`src/rtl/ram_stream_reader_if.sv`:
```
// Bus bundle between ram_stream_reader and its neighbours.
//   RAM read port  : rd_valid_addr, rd_addr (to RAM), rd_data, rd_valid_data (from RAM)
//   Output stream  : m_valid, m_data, m_last (to consumer), m_ready (from consumer)
// master = reader side, slave = RAM / consumer side.
interface ram_stream_reader_if #(
    parameter int unsigned WIDTH    = 32,
    parameter int unsigned ADDR_LEN = 5
);
    logic                rd_valid_addr;
    logic [ADDR_LEN-1:0] rd_addr;
    logic [WIDTH-1:0]    rd_data;
    logic                rd_valid_data;
    logic                m_valid;
    logic [WIDTH-1:0]    m_data;
    logic                m_last;
    logic                m_ready;

    modport master (
        output rd_valid_addr, rd_addr,
        input  rd_data, rd_valid_data,
        output m_valid, m_data, m_last,
        input  m_ready
    );

    modport slave (
        input  rd_valid_addr, rd_addr,
        output rd_data, rd_valid_data,
        input  m_valid, m_data, m_last,
        output m_ready
    );
endinterface

```
`src/rtl/ram_stream_reader.sv`:
```
// ram_stream_reader: walks len addresses from base_addr (modulo DEPTH) on the
// single-cycle-latency RAM read port and streams the returned words out on a
// valid/ready interface with a last-beat marker. Read strobes are credit
// limited so the output buffer can never overflow.
//
// Ports:
//   clk, rst        clock, synchronous active-high reset
//   start           command strobe, sampled only in IDLE
//   base_addr, len  command; latched on acceptance (len 0..DEPTH)
//   stride          address step (only with RAM_STREAM_READER_STRIDE_EN)
//   busy, done      busy from accepted start until done; done is a 1-cycle pulse
//   bus             RAM read port + output stream (ram_stream_reader_if.master)
//
// Optional feature macro: RAM_STREAM_READER_STRIDE_EN (adds the stride port;
// without it the address step is fixed at 1).
module ram_stream_reader #(
    parameter  int unsigned DEPTH      = 32,
    parameter  int unsigned WIDTH      = 32,
    parameter  int unsigned FIFO_DEPTH = 4,
    localparam int unsigned ADDR_LEN   = $clog2(DEPTH)
) (
    input  logic                clk,
    input  logic                rst,
    input  logic                start,
    input  logic [ADDR_LEN-1:0] base_addr,
    input  logic [ADDR_LEN:0]   len,
`ifdef RAM_STREAM_READER_STRIDE_EN
    input  logic [ADDR_LEN-1:0] stride,
`endif
    output logic                busy,
    output logic                done,
    ram_stream_reader_if.master bus
);

    localparam int unsigned CNT_W     = ADDR_LEN + 1;
    // Holds FIFO_DEPTH + 1 so the credit sum cannot wrap.
    localparam int unsigned FCNT_W    = $clog2(FIFO_DEPTH + 2);
    // The output register is the FIFO head; the memory holds the rest.
    localparam int unsigned MEM_DEPTH = FIFO_DEPTH - 1;
    localparam int unsigned PTR_W     = (MEM_DEPTH > 1) ? $clog2(MEM_DEPTH) : 1;

    typedef enum logic [1:0] {
        IDLE  = 2'd0,
        RUN   = 2'd1,
        DRAIN = 2'd2,
        DONE  = 2'd3
    } state_t;

    state_t              state_q;
    state_t              state_d;
    logic                accept_c;
    logic                issue_c;

    logic [CNT_W-1:0]    len_q;
    logic [ADDR_LEN-1:0] step_q;
    logic [ADDR_LEN-1:0] next_addr_q;
    logic [CNT_W-1:0]    issue_cnt_q;
    logic [CNT_W-1:0]    load_cnt_q;
    logic                inflight_q;

    logic [FCNT_W-1:0]   fifo_cnt_q;
    logic [FCNT_W-1:0]   fifo_cnt_d;
    logic [FCNT_W-1:0]   mem_cnt_q;
    logic [PTR_W-1:0]    wr_ptr_q;
    logic [PTR_W-1:0]    rd_ptr_q;
    logic [WIDTH-1:0]    mem_q [MEM_DEPTH];

    logic                push_c;
    logic                pop_c;
    logic                load_out_c;
    logic                mem_rd_c;
    logic                mem_wr_c;
    logic                bypass_c;
    logic                last_c;
    logic                credit_ok_c;
    logic                last_beat_c;
    logic [ADDR_LEN-1:0] step_in_c;
    logic [ADDR_LEN-1:0] issue_addr_c;
    logic [ADDR_LEN-1:0] issue_step_c;

    function automatic logic [PTR_W-1:0] ptr_inc(input logic [PTR_W-1:0] p);
        return (p == PTR_W'(MEM_DEPTH - 1)) ? '0 : p + PTR_W'(1);
    endfunction

`ifdef RAM_STREAM_READER_STRIDE_EN
    assign step_in_c = stride;
`else
    assign step_in_c = ADDR_LEN'(1);
`endif

    // Returned data only counts when a strobe is outstanding; stale valids are dropped.
    assign push_c      = bus.rd_valid_data & inflight_q;
    assign pop_c       = bus.m_valid & bus.m_ready;
    assign last_beat_c = pop_c & bus.m_last;

    // Output register refills whenever it is empty or being consumed.
    assign load_out_c = !bus.m_valid || pop_c;
    assign mem_rd_c   = load_out_c && (mem_cnt_q != '0);
    assign bypass_c   = load_out_c && (mem_cnt_q == '0) && push_c;
    assign mem_wr_c   = push_c && !bypass_c;
    assign last_c     = (load_cnt_q + CNT_W'(1)) == len_q;

    // Credit for next cycle's strobe: occupancy after this edge plus the strobe
    // now on the bus (whose data returns next cycle) must leave a free slot.
    assign fifo_cnt_d  = fifo_cnt_q + FCNT_W'(push_c) - FCNT_W'(pop_c);
    assign credit_ok_c = (fifo_cnt_d + FCNT_W'(bus.rd_valid_addr)) < FCNT_W'(FIFO_DEPTH);

    // The first strobe comes straight from the command inputs.
    assign issue_addr_c = (state_q == IDLE) ? base_addr : next_addr_q;
    assign issue_step_c = (state_q == IDLE) ? step_in_c : step_q;

    // Next-state and strobe-issue decision.
    always_comb begin
        state_d  = state_q;
        accept_c = 1'b0;
        issue_c  = 1'b0;
        case (state_q)
            IDLE: begin
                if (start) begin
                    accept_c = 1'b1;
                    if (len == '0) begin
                        state_d = DONE;
                    end else begin
                        state_d = RUN;
                        issue_c = 1'b1;
                    end
                end
            end
            RUN: begin
                if (issue_cnt_q == len_q) begin
                    state_d = DRAIN;
                end else if (credit_ok_c) begin
                    issue_c = 1'b1;
                end
            end
            DRAIN: begin
                if (last_beat_c) begin
                    state_d = DONE;
                end
            end
            DONE: begin
                state_d = IDLE;
            end
            default: begin
                state_d = IDLE;
            end
        endcase
    end

    // State, command, strobe, and FIFO control registers.
    always_ff @(posedge clk) begin
        if (rst) begin
            state_q           <= IDLE;
            busy              <= 1'b0;
            done              <= 1'b0;
            len_q             <= '0;
            step_q            <= '0;
            next_addr_q       <= '0;
            issue_cnt_q       <= '0;
            load_cnt_q        <= '0;
            inflight_q        <= 1'b0;
            fifo_cnt_q        <= '0;
            mem_cnt_q         <= '0;
            wr_ptr_q          <= '0;
            rd_ptr_q          <= '0;
            bus.rd_valid_addr <= 1'b0;
            bus.rd_addr       <= '0;
            bus.m_valid       <= 1'b0;
            bus.m_data        <= '0;
            bus.m_last        <= 1'b0;
        end else begin
            state_q           <= state_d;
            busy              <= (state_d != IDLE);
            done              <= (state_d == DONE);
            bus.rd_valid_addr <= issue_c;
            inflight_q        <= bus.rd_valid_addr;
            fifo_cnt_q        <= fifo_cnt_d;

            if (accept_c) begin
                len_q  <= len;
                step_q <= step_in_c;
            end

            if (issue_c) begin
                bus.rd_addr <= issue_addr_c;
                next_addr_q <= issue_addr_c + issue_step_c;
                issue_cnt_q <= accept_c ? CNT_W'(1) : issue_cnt_q + CNT_W'(1);
            end else if (accept_c) begin
                issue_cnt_q <= '0;
            end

            if (accept_c) begin
                load_cnt_q <= '0;
            end else if (mem_rd_c || bypass_c) begin
                load_cnt_q <= load_cnt_q + CNT_W'(1);
            end

            if (mem_rd_c) begin
                bus.m_valid <= 1'b1;
                bus.m_data  <= mem_q[rd_ptr_q];
                bus.m_last  <= last_c;
                rd_ptr_q    <= ptr_inc(rd_ptr_q);
            end else if (bypass_c) begin
                bus.m_valid <= 1'b1;
                bus.m_data  <= bus.rd_data;
                bus.m_last  <= last_c;
            end else if (load_out_c) begin
                bus.m_valid <= 1'b0;
                bus.m_last  <= 1'b0;
            end

            if (mem_wr_c) begin
                wr_ptr_q <= ptr_inc(wr_ptr_q);
            end
            mem_cnt_q <= mem_cnt_q + FCNT_W'(mem_wr_c) - FCNT_W'(mem_rd_c);
        end
    end

    // Buffer storage; contents are don't-care while the counters say empty.
    always_ff @(posedge clk) begin
        if (mem_wr_c) begin
            mem_q[wr_ptr_q] <= bus.rd_data;
        end
    end

endmodule

```
`src/flat_wrapper.sv`:
```
// flat-port wrapper written by rule: the top's interface ports become plain ports
module ram_stream_reader_flat 
#(
    parameter  int unsigned DEPTH      = 32,
    parameter  int unsigned WIDTH      = 32,
    parameter  int unsigned FIFO_DEPTH = 4,
    localparam int unsigned ADDR_LEN   = $clog2(DEPTH)
)
  (clk, rst, start, base_addr, len, busy, done, bus_rd_valid_addr, bus_rd_addr, bus_rd_data, bus_rd_valid_data, bus_m_valid, bus_m_data, bus_m_last, bus_m_ready);
  ram_stream_reader_if #(.WIDTH(WIDTH), .ADDR_LEN((5))) bus_i ();
  input  logic clk;
  input  logic rst;
  input  logic start;
  input  logic [ADDR_LEN-1:0] base_addr;
  input  logic [ADDR_LEN:0] len;
  output logic busy;
  output logic done;
  output wire logic [$bits(bus_i.rd_valid_addr)-1:0] bus_rd_valid_addr;
  output wire logic [$bits(bus_i.rd_addr)-1:0] bus_rd_addr;
  input wire logic [$bits(bus_i.rd_data)-1:0] bus_rd_data;
  input wire logic [$bits(bus_i.rd_valid_data)-1:0] bus_rd_valid_data;
  output wire logic [$bits(bus_i.m_valid)-1:0] bus_m_valid;
  output wire logic [$bits(bus_i.m_data)-1:0] bus_m_data;
  output wire logic [$bits(bus_i.m_last)-1:0] bus_m_last;
  input wire logic [$bits(bus_i.m_ready)-1:0] bus_m_ready;
  assign bus_rd_valid_addr = bus_i.rd_valid_addr;
  assign bus_rd_addr = bus_i.rd_addr;
  assign bus_i.rd_data = bus_rd_data;
  assign bus_i.rd_valid_data = bus_rd_valid_data;
  assign bus_m_valid = bus_i.m_valid;
  assign bus_m_data = bus_i.m_data;
  assign bus_m_last = bus_i.m_last;
  assign bus_i.m_ready = bus_m_ready;
  ram_stream_reader #(.DEPTH(DEPTH), .WIDTH(WIDTH), .FIFO_DEPTH(FIFO_DEPTH)) u_core (.clk(clk), .rst(rst), .start(start), .base_addr(base_addr), .len(len), .busy(busy), .done(done), .bus(bus_i));
endmodule
```
`config.mk`:
```
export PLATFORM = sky130hd
export DESIGN_NAME = ram_stream_reader_flat
export DESIGN_NICKNAME = d
export VERILOG_FILES = /design/src/rtl/ram_stream_reader_if.sv /design/src/rtl/ram_stream_reader.sv /design/src/flat_wrapper.sv
export SDC_FILE = /design/constraint.sdc
export NUM_CORES = 1
export LEC_CHECK = 0
export ABC_AREA = 1
export BUFFER_PORTS_ARGS = -buffer_cell sky130_fd_sc_hd__buf_2
export CORE_MARGIN = 3
export CORE_UTILIZATION = 35
export CTS_BUF_LIST = sky130_fd_sc_hd__clkbuf_4 sky130_fd_sc_hd__clkbuf_8
export CTS_CLUSTER_SIZE = 16
export DETAILED_ROUTE_END_ITERATION = 16
export PLACE_DENSITY = 0.6
export SLEW_MARGIN = 20
export SYNTH_ARGS = -nofsm -noshare
export SYNTH_HDL_FRONTEND = slang
export SYNTH_SLANG_ARGS = --single-unit
```
`constraint.sdc`:
```
create_clock -name clk -period 4 [get_ports clk]
set_input_delay 0.4 -clock clk [delete_from_list [all_inputs] [get_ports clk]]
set_output_delay 0.4 -clock clk [all_outputs]
set_load 0.05 [all_outputs]
```
# [After elaboration in Yosys (flattened, before gate mapping)]
# Memory sizes are Yosys's and may differ from the RTL's. A register that Yosys moved wholly into a read port is not among the register bits.
# Index checks and enable logic that the tools add are counted.
[word_totals] register_bits=79 latchBits=0 ramBits=96 mem_bits_ro=0 input_bits=48 out_inout_bits=42 elab_cells=88 mem_count=1
[mem_list] name="u_core.mem_q" words=3 width=32 read_ports=1 rd_ports_with_merged_regs=1 wr=1 line="ram_stream_reader.sv:66" source="logic [WIDTH-1:0] mem_q [MEM_DEPTH];"
[op_classes] addsub=10 multipliers=0 div_mod_pow=0 order_cmp=1 n_eq_ne=8 shift=0 muxes=30 n_bitwise=3 reduce_logical=17
[op_table] op="two-way mux 32 bit" n=2
[op_table] op="two-way mux 6 bit" n=3
[op_table] op="two-way mux 2 bit" n=8
[op_table] op="two-way mux 1 bit" n=14
[op_table] op="adder 6 x 1 -> 6 bit (second input constant)" n=2
[op_table] op="== test 6 bit" n=2
[op_table] op="== test 2 bit (second input constant)" n=5
[op_table] op="adder 3 x 1 -> 3 bit" n=3
[op_table] op="one-hot mux 2 bit (4 select lines)" n=1
[op_table] op="logical NOT 6 bit" n=1
[op_table] op="nonzero test 2 bit" n=3
[op_table] op="nonzero test 3 bit" n=2
[op_table] op="subtractor 3 x 1 -> 3 bit" n=2
[op_table] op="adder 5 bit" n=1
[op_table] op="two-way mux 5 bit" n=1
[op_table] op="adder 2 x 1 -> 2 bit (second input constant)" n=2
[op_table] op="logical AND 1 bit" n=4
[op_table] op="bitwise AND 1 bit" n=3
[op_table] op="logical NOT 3 bit" n=1
[op_table] op="< comparator 3 bit (second input constant)" n=1
[op_table] op="== test 2 x 1 -> 1 bit (second input constant)" n=1
[op_table] op="logical NOT 1 bit" n=2
[op_table] op="logical NOT 2 bit" n=1
[op_table] op="logical OR 1 bit" n=2
[op_table] op="2 further kinds" n=2

# [Logic depth before layout (Yosys ltp)]
[logic_depth] depth_word=9 ltp_mapped=15 ltp_nobuf=14

# [Worst setup path before layout]
# OpenSTA, ideal clock, no wires.
[synth_timing] kind="register to register" startpoint="register u_core.bus.m_valid" endpoint="memory u_core.mem_q[0][0] (enable)" setup_time_ps=463 arrival_time_ps=3423 required_ps=3537 setup_slack_ps=114 path_stages_with_launch=7 path_buffers=0 synth_period_minus_slack_ps=3886 cell_sequence="dfxtp_1 -> inv_1 -> nor2_2 -> inv_1 -> nand2_1 -> nand2_1 -> nor3_1"
[synth_between] elab_chain_cells=8 elab_cells_between_ends=9 cone_classes="2 x mux; 1 x bitwise; 6 x reduce/logical"
[synth_lines] element="start: declaration" line="ram_stream_reader_if.sv:21" source="output m_valid, m_data, m_last,"
[synth_lines] element="start signal: assignment" line="ram_stream_reader.sv:168" source="bus.m_valid <= 1'b0;"
[synth_lines] element="start signal: assignment" line="ram_stream_reader.sv:199" source="bus.m_valid <= 1'b1;"
[synth_lines] element="start signal: assignment" line="ram_stream_reader.sv:204" source="bus.m_valid <= 1'b1;"
[synth_lines] element="bitwise AND 1 bit / logical NOT 1 bit (equally long branches)" line="ram_stream_reader.sv:93, ram_stream_reader.sv:97"
[synth_lines] element="logical OR 1 bit (*)" line="ram_stream_reader.sv:97" source="assign load_out_c = !bus.m_valid || pop_c;"
[synth_lines] element="logical AND 1 bit (*) (2 in a row)" line="ram_stream_reader.sv:99" source="assign bypass_c = load_out_c && (mem_cnt_q == '0) && push_c;"
[synth_lines] element="logical NOT 1 bit (*)" line="ram_stream_reader.sv:100" source="assign mem_wr_c = push_c && !bypass_c;"
[synth_lines] element="logical AND 1 bit (*)" line="ram_stream_reader.sv:100"
[synth_lines] element="two-way mux 1 bit (*)" line="ram_stream_reader.sv:221" source="if (mem_wr_c) begin"
[synth_lines] element="two-way mux 1 bit (not written as such) (*)" line="ram_stream_reader.sv:222" source="mem_q[wr_ptr_q] <= bus.rd_data;"
[synth_lines] element="end: declaration" line="ram_stream_reader.sv:66"
# Every way passes the cells marked *; elsewhere a longest branch is shown, timed or not.

# [Worst setup path in the final report]
[layout_timing] startpoint="register u_core.bus.m_valid" endpoint="register u_core.bus.rd_addr[2]"
[layout_between] elab_chain_cells=7
[layout_lines] element="bitwise AND 1 bit" line="ram_stream_reader.sv:93" source="assign pop_c = bus.m_valid & bus.m_ready;"
[layout_lines] element="subtractor 3 x 1 -> 3 bit" line="ram_stream_reader.sv:105" source="assign fifo_cnt_d = fifo_cnt_q + FCNT_W'(push_c) - FCNT_W'(pop_c);"
[layout_lines] element="adder 3 x 1 -> 3 bit" line="ram_stream_reader.sv:106" source="assign credit_ok_c = (fifo_cnt_d + FCNT_W'(bus.rd_valid_addr)) < FCNT_W'(FIFO_DEPTH);"
[layout_lines] element="< comparator 3 bit" line="ram_stream_reader.sv:106"
[layout_lines] element="two-way mux 1 bit" line="ram_stream_reader.sv:132" source="end else if (credit_ok_c) begin"
[layout_lines] element="two-way mux 1 bit" line="ram_stream_reader.sv:130" source="if (issue_cnt_q == len_q) begin"
[layout_lines] element="one-hot mux 1 bit (2 select lines)" line="ram_stream_reader.sv:117" source="case (state_q)"
[layout_lines] element="end signal: assignment" line="ram_stream_reader.sv:185" source="bus.rd_addr <= issue_addr_c;"
[layout_lines] element="end: declaration" line="ram_stream_reader_if.sv:19" source="output rd_valid_addr, rd_addr,"
# No other way between the ends.
# A chain may end at the register's enable or synchronous reset.

==> implementation parameters <==
Parameter                              Value

Run status
  Result of the run ... finished clean

Synthesis
  Most area-consuming cells after synthesis ... sky130_fd_sc_hd__edfxtp_1 (39%), sky130_fd_sc_hd__dfxtp_1 (22%), sky130_fd_sc_hd__a21oi_1 (10%)
  Top cells by count, synth ... sky130_fd_sc_hd__a21oi_1 (151), sky130_fd_sc_hd__edfxtp_1 (96), sky130_fd_sc_hd__dfxtp_1 (81)
  Flops & latches, synth ... 177
  Share of synthesized registers carrying an async set or reset ... 0%
  Mean area per synthesized cell ... 9.72 um^2
  Distinct cell type count after synthesis ... 37
  Top flip-flop cell by instance count after synthesis ... sky130_fd_sc_hd__edfxtp_1
  Number of instances in the synthesized netlist ... 759
  Cell area after synthesis ... 7380 um^2
  Post-synth net total ... 817
  Portion of the post-synthesis area used by sequential elements ... 61.1%
  Portion of synthesized cell area occupied by the leading cell type ... 39.1%
  Yosys Warn Count ... 0
  Number of enable flip-flop cells after synthesis ... 96
  Cell type with the highest aggregate area in the netlist ... sky130_fd_sc_hd__edfxtp_1
  Most frequent cell after synthesis ... sky130_fd_sc_hd__a21oi_1

GRT
  Wire length of the first global-routing pass ... 25,400 um
  Largest net degree at the start of global routing ... 65
  GRT overflow ... 0
  Antenna violations before repair ... 1
  Via count of the first global-routing pass ... 4,949
  Combined global-route utilization of all metal layers ... 14.2%

STA
  Ratio of final minimum period to clock period ... 69.6%
  Clock period minus final worst setup slack ... 2780 ps
  Setup repair after global routing missed its margin ... false
  Number of endpoints failing setup at the final stage ... 0
  Final Hold Viols ... 0
  Final setup margin ... 1220 ps
  Pins Over Slew Limit ... 0
  Worst-margin pin slew ... 1020 ps
  Final total negative setup slack ... 0 ps
  Layout Skew ... 18.8 ps
  Fmax ... 359 MHz
  Slew headroom ... 32.3%
  Worst Hold Margin ... 165 ps

Die
  Ports ... 90
  Core Area ... 20,500 um^2
  Floorplan row count ... 52
  Effective utilization at floorplan ... 36.0%
  Horizontal die dimension ... 151 um
  DIE HEIGHT ... 151 um
  Die area ... 22,900 um^2

Clock tree
  CTS hold repair buffers ... 0
  Library cell used as clock root buffer ... sky130_fd_sc_hd__clkbuf_8
  Clock Sink Count ... 177
  Clock insertion delay at the later pin of the skew report ... 460 ps
  TritonCTS clock tree ... built
  Count of H-tree levels built during CTS ... 4
  Number of gates given a new drive strength after cts ... 0
  Clk buf depth ... 2
  Clock buffers created by TritonCTS ... 17
  CTS clk-pin slew, worst paths ... 100 ps
  Setup Buffers After CTS ... 0

Drt
  Met2 wire len ... 7270 um
  Initial detailed-routing violation count ... 305
  First-pass iteration count of the detailed router ... 5
  Routed length on met1 ... 7650 um
  Post-detailed-route count of antenna-violating nets ... 0
  Per-cell via count in the routed design ... 4.71
  Max layer used ... met5
  Final routed wire length divided by cell count ... 14.2 um
  Via count ... 5,257
  Metal3 WL ... 799 um
  Total Wirelength ... 15,900 um
  Post-route DRC violation count ... 0

Pwr
  Pwr Density ... 695 nW/um^2
  Worst IR Drop VDD ... 0.248 mV
  Total Power Consumption ... 0.00584 W
  Leakage Power ... 3.39 nW

Place
  Worst Setup Slack post-DPL ... 1060 ps
  Placer Congestion ... 0.756
  Port buffer count ... 89
  Half-perimeter wire length of the detailed placement result ... 9770 um

Hold path
  Launch instance of the worst min-delay path ... bus_rd_data[11]
  Depth of the worst hold-timing path ... 1
  Hold endpoint ... u_core.mem_q[2][11]$_DFFE_PP_
  Path type of the worst min-delay path ... input port to flop

Worst setup path
  Type of destination of the critical path ... flop
  Start point of the critical path ... u_core.bus.m_valid$_SDFFE_PP0P_
  Startpoint Class ... flop
  Worst R2R End ... u_core.bus.rd_addr[2]$_SDFFE_PP0P_
  R2r worst-path depth ... 12
  Reg2Reg Launch Point ... u_core.bus.m_valid$_SDFFE_PP0P_
  Crit path max fanout ... 20
  Worst Path Class, Setup ... flop to flop
  Arrival time of data at the critical path endpoint ... 3160 ps
  Setup slack, reg-to-reg ... 1220 ps
  Data required time at the worst endpoint ... 4380 ps

Cells and area
  Count of inserted antenna diode cells ... 0
  Layout cells sized above 1 ... 19.1%
  Area of the multi-input gates ... 2330 um^2
  Fin nets ... 892
  Register cell area after layout ... 4510 um^2
  FILL cells ... 2,015
  Area growth from synthesis to layout ... 13.8%

Job
  Reported max-cap violation count ... 0
## per-layer routing
| layer | up-vias | GRT usage [%] |
|---|---|---|
| li1 | 2713 | - |
| met1 | 2419 | 19.3 |
| met2 | 110 | 22.6 |
| met3 | 13 | 3.71 |
| met4 | 2 | 3.99 |
| met5 | - | 0 |
## cells by family after synthesis
family          count (synthesis)  share of synthesized area, %
buf+inv                       127                          7.50
mux                             1                         0.136
flops                         177                          61.1
compound gates                247                          17.3
fa+ha+maj                      10                          1.90
simple gates                  188                          11.1
xor+xnor                        9                          1.07
## how the worst max path moves through the flow
| stage | end | cells past startpoint |
|---|---|---|
| after floorplan | u_core.mem_q[0][0]$_DFFE_PP_ | 6 |
| after global placement | u_core.issue_cnt_q[5]$_SDFFE_PP0P_ | 14 |
| after detailed placement | u_core.issue_cnt_q[5]$_SDFFE_PP0P_ | 14 |
| after CTS | u_core.bus.rd_addr[2]$_SDFFE_PP0P_ | 12 |
| after global routing | u_core.bus.rd_addr[2]$_SDFFE_PP0P_ | 12 |
| final | u_core.bus.rd_addr[2]$_SDFFE_PP0P_ | 12 |
## layout by cell type, fill, tap and decap left out, types with 3 or more instances in the layout
cell type	netlist	routed
sky130_fd_sc_hd__inv_2	7	7
sky130_fd_sc_hd__dfxtp_1	81	80
sky130_fd_sc_hd__a21oi_1	151	151
sky130_fd_sc_hd__inv_1	79	79
sky130_fd_sc_hd__o21ai_0	69	69
sky130_fd_sc_hd__nand2_2	9	9
sky130_fd_sc_hd__nor2_1	73	73
sky130_fd_sc_hd__nand3_1	15	15
sky130_fd_sc_hd__edfxtp_1	96	96
sky130_fd_sc_hd__ha_1	8	8
sky130_fd_sc_hd__clkbuf_8	0	18
sky130_fd_sc_hd__a21oi_2	5	5
sky130_fd_sc_hd__nand2_1	74	74
sky130_fd_sc_hd__buf_4	3	7
sky130_fd_sc_hd__xor2_1	6	6
sky130_fd_sc_hd__nor2_4	3	3
sky130_fd_sc_hd__xnor2_1	3	3
sky130_fd_sc_hd__inv_6	0	3
sky130_fd_sc_hd__o21ai_1	17	17
sky130_fd_sc_hd__buf_2	8	89
## stage by stage
| stage | cell area, um^2 | util, % | instances |
|---|---|---|---|
| 6_report | 8400 | 41.0 | 1117 |
| 5_1_grt | 8400 | 41.0 | 1117 |
| 4_1_cts | 8400 | 41.0 | 1117 |
| 3_5_place_dp | 8000 | 39.0 | 1085 |
| 3_3_place_gp | 8000 | 39.0 | 1085 |
| 2_1_floorplan | 7380 | - | 759 |
## layout make-up
type / count / share of cell area [%]
repair buffers: 96 / 5.93
multi-input cells: 455 / 27.7
clock buffers: 20 / 3.13
inverters: 87 / 3.92
clock inverters: 12 / 1.58
well taps: 270 / 4.02
flip-flops and latches: 177 / 53.7
## critical path: stages (launching register included)
cell and delay, ps:
sky130_fd_sc_hd__dfxtp_1 330, sky130_fd_sc_hd__nand2_1 50, sky130_fd_sc_hd__inv_1 50, sky130_fd_sc_hd__ha_1 270
sky130_fd_sc_hd__inv_1 40, sky130_fd_sc_hd__ha_1 190, sky130_fd_sc_hd__fa_1 400, sky130_fd_sc_hd__nand3b_1 220
sky130_fd_sc_hd__nand3b_1 110, sky130_fd_sc_hd__nand2_1 90, sky130_fd_sc_hd__o21bai_2 630, sky130_fd_sc_hd__nand2_1 150
sky130_fd_sc_hd__a21oi_2 160
## report_power, final
group / switching, W / internal [W]
sequential: 0.000227 / 0.00217
combinational: 0.00159 / 0.000621
clock: 0.000647 / 0.000589
## registers in the layout, indices dropped and copies added, names as in the netlist, 3 cells and up, named ones only
register            count
u_core.mem_q           96
u_core.bus.m_data      32
u_core.issue_cnt_q      6
u_core.len_q            6
u_core.load_cnt_q       6
u_core.bus.rd_addr      5
u_core.next_addr_q      5
u_core.fifo_cnt_q       3
u_core.mem_cnt_q        3
(Power assumes the default switching activity.)
